$ cat config.mk
export PLATFORM = sky130hd
export DESIGN_NAME = imem_fetch_arbiter
export DESIGN_NICKNAME = d
export VERILOG_FILES = /design/src/rtl/imem_fetch_arbiter.sv
export SDC_FILE = /design/constraint.sdc
export NUM_CORES = 1
export LEC_CHECK = 0
export CORE_ASPECT_RATIO = 0.8
export CORE_MARGIN = 2
export CORE_UTILIZATION = 38
export DETAILED_ROUTE_END_ITERATION = 6
export MAX_ROUTING_LAYER = met4
export PLACE_DENSITY = 0.79
export REMOVE_ABC_BUFFERS = 1
export SYNTH_ARGS = -nofsm -noshare
export SYNTH_HDL_FRONTEND = slang
export SYNTH_SLANG_ARGS = --single-unit
export TNS_END_PERCENT = 50
$ cat constraint.sdc
create_clock -name clk -period 2.6 [get_ports clk]
set_input_delay 0.78 -clock clk [delete_from_list [all_inputs] [get_ports clk]]
set_output_delay 0.78 -clock clk [all_outputs]
set_load 0.01 [all_outputs]
$ cat src/rtl/imem_fetch_arbiter.sv
//------------------------------------------------------------------------------
// Module   : imem_fetch_arbiter
// Purpose  : Shares the synchronous instruction ROM between CPU fetch and the
//            debug reader. Substitutes a NOP for bad fetches.
// Revision : 1.0 - initial release
//------------------------------------------------------------------------------
`default_nettype none

module imem_fetch_arbiter #(
   parameter int          ADDR_W = 8,
   parameter int          DEPTH  = 32,
   parameter logic [31:0] NOP    = 32'h0000_0000
) (
   input  logic              clk,
   input  logic              rst,
   input  logic              if_req,
   input  logic [31:0]       if_pc,
   output logic              if_ack,
   output logic [31:0]       if_inst,
   output logic              if_fault,
   input  logic              dbg_req,
   input  logic [ADDR_W-1:0] dbg_addr,
   output logic              dbg_ack,
   output logic [31:0]       dbg_data,
   output logic [ADDR_W-1:0] rom_addr,
   input  logic [31:0]       rom_inst,
   output logic              busy
);

   localparam logic [1:0] S_IDLE = 2'd0;
   localparam logic [1:0] S_READ = 2'd1;
   localparam logic [1:0] S_CAP  = 2'd2;
   localparam logic [1:0] S_DONE = 2'd3;

   localparam logic c_OWN_CPU = 1'b0;
   localparam logic c_OWN_DBG = 1'b1;

   localparam int              c_W1    = ADDR_W + 1;
   localparam logic [ADDR_W:0] c_DEPTH = c_W1'(DEPTH);

   logic [1:0]        r_state;
   logic              r_owner;
   logic              r_last_owner;
   logic              r_if_ack;
   logic [31:0]       r_if_inst;
   logic              r_if_fault;
   logic              r_dbg_ack;
   logic [31:0]       r_dbg_data;
   logic [ADDR_W-1:0] r_rom_addr;

   logic [ADDR_W-1:0] w_cpu_idx;
   logic              w_cpu_fault;
   logic              w_dbg_oor;
   logic              w_grant_cpu;
   logic              w_grant_dbg;

   assign w_cpu_idx   = if_pc[ADDR_W+1:2];
   assign w_cpu_fault = (if_pc[1:0] != 2'b00) || (|if_pc[31:ADDR_W+2]) ||
                        ({1'b0, w_cpu_idx} >= c_DEPTH);
   assign w_dbg_oor   = ({1'b0, dbg_addr} >= c_DEPTH);

   // On a tie the requester that was not granted last wins.
   assign w_grant_cpu = if_req && (!dbg_req || (r_last_owner == c_OWN_DBG));
   assign w_grant_dbg = dbg_req && !w_grant_cpu;

   always_ff @(posedge clk) begin
      if (rst) begin
         r_state      <= S_IDLE;
         r_owner      <= c_OWN_CPU;
         r_last_owner <= c_OWN_DBG;
         r_if_ack     <= 1'b0;
         r_if_inst    <= NOP;
         r_if_fault   <= 1'b0;
         r_dbg_ack    <= 1'b0;
         r_dbg_data   <= 32'h0000_0000;
         r_rom_addr   <= '0;
      end else begin
         r_if_ack  <= 1'b0;
         r_dbg_ack <= 1'b0;
         case (r_state)
            S_IDLE: begin
               if (w_grant_cpu) begin
                  r_owner      <= c_OWN_CPU;
                  r_last_owner <= c_OWN_CPU;
                  if (w_cpu_fault) begin
                     r_if_inst  <= NOP;
                     r_if_fault <= 1'b1;
                     r_if_ack   <= 1'b1;
                     r_state    <= S_DONE;
                  end else begin
                     r_rom_addr <= w_cpu_idx;
                     r_state    <= S_READ;
                  end
               end else if (w_grant_dbg) begin
                  r_owner      <= c_OWN_DBG;
                  r_last_owner <= c_OWN_DBG;
                  if (w_dbg_oor) begin
                     r_dbg_data <= NOP;
                     r_dbg_ack  <= 1'b1;
                     r_state    <= S_DONE;
                  end else begin
                     r_rom_addr <= dbg_addr;
                     r_state    <= S_READ;
                  end
               end
            end
            S_READ: r_state <= S_CAP;
            S_CAP: begin
               // Acks are raised on entry so they coincide with DONE.
               if (r_owner == c_OWN_CPU) begin
                  r_if_inst  <= rom_inst;
                  r_if_fault <= 1'b0;
                  r_if_ack   <= 1'b1;
               end else begin
                  r_dbg_data <= rom_inst;
                  r_dbg_ack  <= 1'b1;
               end
               r_state <= S_DONE;
            end
            S_DONE:  r_state <= S_IDLE;
            default: r_state <= S_IDLE;
         endcase
      end
   end

   assign if_ack   = r_if_ack;
   assign if_inst  = r_if_inst;
   assign if_fault = r_if_fault;
   assign dbg_ack  = r_dbg_ack;
   assign dbg_data = r_dbg_data;
   assign rom_addr = r_rom_addr;
   assign busy     = (r_state != S_IDLE);

endmodule

`default_nettype wire

==> results of run 1 <==
[cell families (layout without fill, tap and decap cells)]
logic type / after synthesis / in the layout / share of synthesized area
muxes: 5 / 5 / 0.02037
buffers and inverters: 27 / 192 / 0.03984
DFF: 79 / 79 / 0.5722
and+or+nand+nor: 40 / 40 / 0.07742
AOI/OAI and AO/OA: 93 / 93 / 0.2811
adders and majority gates: 2 / 2 / 0.009052
[timing repair]
action,in CTS,in global routing
gates resized for setup,0,2
hold buffers,0,0
setup endpoints to repair,0,5
endpoints found under the hold margin,0,0
[synth_stat cells, types with 3 or more instances]
library cell  count
inv_1            10
nor4_1            6
and3_1            3
a22o_1           63
nand2b_1          3
mux2_2            5
dfxtp_1          79
clkbuf_1          9
nand2_1          10
nor3_1            5
buf_2             7
a211oi_1         12
nor2_1            6
[metrics by stage]
step,setup TNS [ns],cell area [µm²],instances
global route,0,4688,498
detailed placement,-4.317,4493,483
global placement,-2.831,4493,483
finish,0,4688,498
CTS,0,4679,498
floorplan,-108.32,2691,229
[metal layers]
layer	track usage	share of wire	vias up
met2	0.3419	0.49	83
li1	-	-	1266
met3	0.06527	0.049	9
met4	0.05616	0.0087	0
met5	-	0	-
met1	0.2665	0.45	1262
[worst max-delay path: stages]
cell and delay (ns):
clkdlybuf4s50_1 0.39, nor4_1 0.28, nand2_1 0.13, or4_4 0.58, buf_4 0.18, a211oi_1 0.25, a211oi_1 0.08
[sequential cells by signal (all words and copies together), names as in the netlist]
| name | count |
|---|---|
| r_state | 2 |
| r_last_owner | 1 |
| if_fault | 1 |
| rom_addr | 8 |
| r_owner | 1 |
| if_ack | 1 |
| if_inst | 32 |
| dbg_data | 32 |
| dbg_ack | 1 |
[worst min-delay path by stage]
stage / start / to / depth (start not counted)
after floorplan: rom_addr[0] / rom_addr[0] / 2
after global placement: rom_addr[1] / rom_addr[1] / 2
after detailed placement: rom_addr[4] / rom_addr[4] / 2
after CTS: rom_addr[4] / rom_addr[4] / 2
after global routing: rom_addr[2] / rom_addr[2] / 2
final: rom_addr[2] / rom_addr[2] / 2
[cell type report]
class | count | area (µm²) | area share
clock buffers | 10 | 127.6 | 0.02722
clock inverters | 5 | 58.81 | 0.01254
inverters | 10 | 37.54 | 0.008006
multi-input cells | 140 | 1092 | 0.2330
flip-flops and latches | 79 | 1582 | 0.3373
well taps | 87 | 108.9 | 0.02322
repair buffers | 167 | 1682 | 0.3587
[placed cells by master, fill, tap and decap left out, types with 3 or more instances in the layout]
cell type / n
nor4_1: 6
clkbuf_8: 9
a22o_1: 63
and3_1: 3
clkdlybuf4s50_1: 151
nand2_1: 10
nor2_1: 6
buf_12: 4
nor3_1: 4
a211oi_1: 11
dfxtp_1: 79
nand2b_1: 3
buf_4: 12
inv_1: 10
mux2_2: 5
[power by group through the flow]
| stage | logic (mW) | clock network, mW | registers, mW |
|---|---|---|---|
| finish | 1.12 | 0.868 | 1.44 |
| global route | 1.20 | 0.947 | 1.45 |
| CTS | 1.12 | 0.889 | 1.44 |
| detailed placement | 1.12 | 0 | 1.46 |
| global placement | 1.10 | 0 | 1.46 |
| floorplan | 0.418 | 0 | 1.51 |
==> results.ini, run 1 <==
[finish]
fillerInstances=550
area_growth_pct=69.62
postLayoutCoreUtil=0.6737
antenna_cells=0
layout-drive-gt1-share=0.09976
nets=485

[sta]
worst_slew_pin_slew_ns=0.5216
max_freq_mhz=407.8
maxSlewViolCount=0
finalClockSkew_ns=0.009434
rsz0062_at_grt=no
hold_violations=0
worst_hold_slack_ns=0.4575
period_needed_ns=2.452
max_slew_margin=0.6516
finalSetupViolCount=0
fin_crit_sh=0.9431
worst_slack_ns=0.1479

[floorplan]
die_h_um=80.28
die-width_um=99.35
design.die.area_um2=7976
coreArea_um2=6959
pin_count=152
rows=27
start_util=0.3972

[worst_setup_path]
start_kind=primary input
crit_path_end=rom_addr[3]
r2r_cells=9
r2r_slack_ns=0.60
r2r_start=r_state[1]
crit_start=if_pc[19]
required_ns=2.81
reg2reg_to=if_inst[6]
arrival_ns=2.67
worst-path-max-fanout=5
endpoint_kind=flop
crit_type=in2reg

[yosys]
synthFlopType=dfxtp_1
yosysTopAreaCell=dfxtp_1
synth_seq_area_share=0.5722
syn_area_per_cell_um2=11.24
synth_cell_types=36
yosysWarnings=0
async_flop_share=0
netlist_area_um2=2764
ys_seq_elements=79
synth_top_area_frac=0.5722
synth_edf_count=0
syn_inst=246
synth_area_leaders=dfxtp_1, a22o_1, a211oi_1, mux2_2, inv_1

[power]
power_density_nw_per_um2=731.0
p_seq_frac=0.419
p_int_mw=2.384
pwr-share-comb=0.328
leakagePower_nw=1.747
total_power_mw=3.427
p_sw_frac=0.3044
ir_drop_uv=354.3
p_switching_mw=1.043
p_clk_frac=0.253

[grt]
grt_max_degree=33
grt-ovfl-total=0
grt_pass1_wl_mm=13.14
groute.usage.overall=0.2141
antenna_found_initial=0
grt_pass1_vias=2613

[route]
drc_errors=0
drt-initial-drc-count=65
vias=2620
avgRoutedWirePerCell_um=16.56
routed_wl_mm=8.247
dr.pass1.iters=4
ant_nets=0
viasPerCell=5.261

[worst_hold_path]
hp-class=reg2reg

[clock_network]
path_clk_slew_ns=0.07
cts_setup_buffers=0
cts_max_level=3
clk_path_buf_depth=2
cts-root-buf=clkbuf_8
cts_num_sinks=79
clk_latency_ns=0.34
cts_buffers=9
cts_tree=done

[placed_design]
portBuffers=151
gp_congestion=0.8216
pre_cts_slack_ns=-0.2642
dp_hpwl_mm=6.193

[job]
drv_cap=0

[status]
outcome=complete, no violations

No activity file was read; power rests on OpenSTA's default activity.
==> run 2, diff against run 1 <==
--- a/config.mk
+++ b/config.mk
@@ -6,7 +6,7 @@
 export NUM_CORES = 1
 export LEC_CHECK = 0
 export CORE_ASPECT_RATIO = 0.8
-export CORE_MARGIN = 2
+export CORE_MARGIN = 1.5
 export CORE_UTILIZATION = 38
 export DETAILED_ROUTE_END_ITERATION = 6
 export MAX_ROUTING_LAYER = met4
==> run 2 against run 1 <==
Clock skew down 0.0028 ns. Clock-buffer cell count up 1. Setup slack worse by 0.12 ns.
==> results.ini, run 2 (synthesized netlist as in run 1, its figures left out) <==
[placed_design]
gp_congestion=0.8290
dp_hpwl_mm=6.524
post-place-cells=492
portBuffers=151
pre_cts_slack_ns=-0.3322
placed_area_um2=4536

[grt]
antenna_found_initial=0
grt_max_degree=21
grt-ovfl-total=0
grt_pass1_wl_mm=13.53
grt_pass1_vias=2712
groute.usage.overall=0.2254

[route]
viasPerCell=5.248
dr.pass1.iters=4
avgRoutedWirePerCell_um=16.90
ant_nets=0
vias=2666
drt-initial-drc-count=100
drc_errors=0
routed_wl_mm=8.585

[clock_network]
cts_setup_buffers=0
clk_latency_ns=0.34
cts_max_level=3
cts_num_sinks=79
path_clk_slew_ns=0.08
cts_buffers=9
cts_tree=done
cts-root-buf=clkbuf_8
cts_hold_buf=0
clk_path_buf_depth=2

[finish]
layout.cells.non_filler=508
multiInputGateArea_um2=1100
final_area_um2=4765
nets=494
area_growth_pct=72.39
layout_common_cells=clkdlybuf4s50_1, dfxtp_1, a22o_1, buf_4, a211oi_1
layout-drive-gt1-share=0.1211
seq_area_um2=1582
final_common_cell=clkdlybuf4s50_1
fillerInstances=531
antenna_cells=0

[power]
total_power_mw=3.540
ir_drop_uv=355.2
power_density_nw_per_um2=743.0
leakagePower_nw=1.798

[sta]
worst_slew_pin_slew_ns=0.7093
maxSlewViolCount=0
rsz0062_at_grt=yes
worst_slack_ns=0.02715
finalClockSkew_ns=0.006663
setup_tns_ns=0
max_freq_mhz=388.7
finalSetupViolCount=0
max_slew_margin=0.5262
period_needed_ns=2.573
hold_violations=0
fin_crit_sh=0.9896

[worst_setup_path]
required_ns=2.81
start_kind=primary input
crit_family=simple AND/OR/NAND/NOR gates
endpoint_kind=flop
max_stage_delay_ns=0.59
path_cells=clkdlybuf4s50_1 -> nor4_2 -> nand2_1 -> or4_4 -> buf_4 -> a211oi_1 -> a211oi_1
slowest_stage=or4_4
arrival_ns=2.79
crit_type=in2reg
crit_buf_inv=2
cp_common_cell=a211oi_1
worst-path-max-fanout=5

[floorplan]
rows=27
coreArea_um2=6959
die-width_um=98.35
pin_count=152
die_h_um=79.28
design.die.area_um2=7797
start_util=0.3972

[status]
outcome=complete, no violations

[job]
drv_cap=0

[worst_hold_path]
hp-class=reg2reg

## run 2: cell types whose count changed in the layout (fill, tap and decap cells not counted), moves of 2 or more
cell    delta
nor4_2     +2
buf_4     +11
buf_12     -2
nor4_1     -2
## run 2: worst register-to-register path: stages, from the launching register on
cell and delay, ns:
dfxtp_1 0.36, inv_1 0.05, ha_1 0.19, buf_4 0.18, nand2_1 0.07, nor4_1 0.05, buf_4 0.15, a2111oi_2 0.68
buf_12 0.24, a22o_1 0.15
## run 2: final cells by class
type	instances	share of cell area
timing repair buffer	176	0.3619
inverter	10	0.007878
clock inverter	5	0.01707
clock buffer	11	0.02757
multi-input combinational	140	0.2308
tap	87	0.02285
sequential	79	0.3319
## run 2: final timing paths
path	startpoint	cells past startpoint	slack [ns]	end
max	if_pc[19]	7	0.03	rom_addr[0]
min	rom_addr[0]	2	0.47	rom_addr[0]
max reg2reg	r_state[1]	9	0.43	if_inst[7]
min reg2reg	rom_addr[0]	2	0.47	rom_addr[0]
## run 2: metrics by stage
| stage | hold WS, ns | utilization |
|---|---|---|
| after global routing | 0.4812 | 0.6846 |
| after detailed placement | 0.4573 | 0.6517 |
| final | 0.4699 | 0.6846 |
| after CTS | 0.4733 | 0.6823 |
| after floorplan | 0.4694 | - |
| after global placement | 0.4467 | 0.6517 |
## run 2: layer usage
layer	part of all wire	routed length (µm)	track usage
met1	0.46	3970	0.2880
met5	0	0	-
met4	0.014	119	0.06479
met2	0.47	4051	0.3678
met3	0.052	444	0.04225
## run 2: report_power, final
part	switching [mW]	internal, mW
clock network	0.435	0.543
registers	0.0804	1.36
logic	0.537	0.588
total	1.05	2.49
## run 2: repair_timing
item / CTS / global route
gates resized for setup: 0 / 3
hold endpoints to repair: 0 / 0
endpoints found under the setup margin: 0 / 5
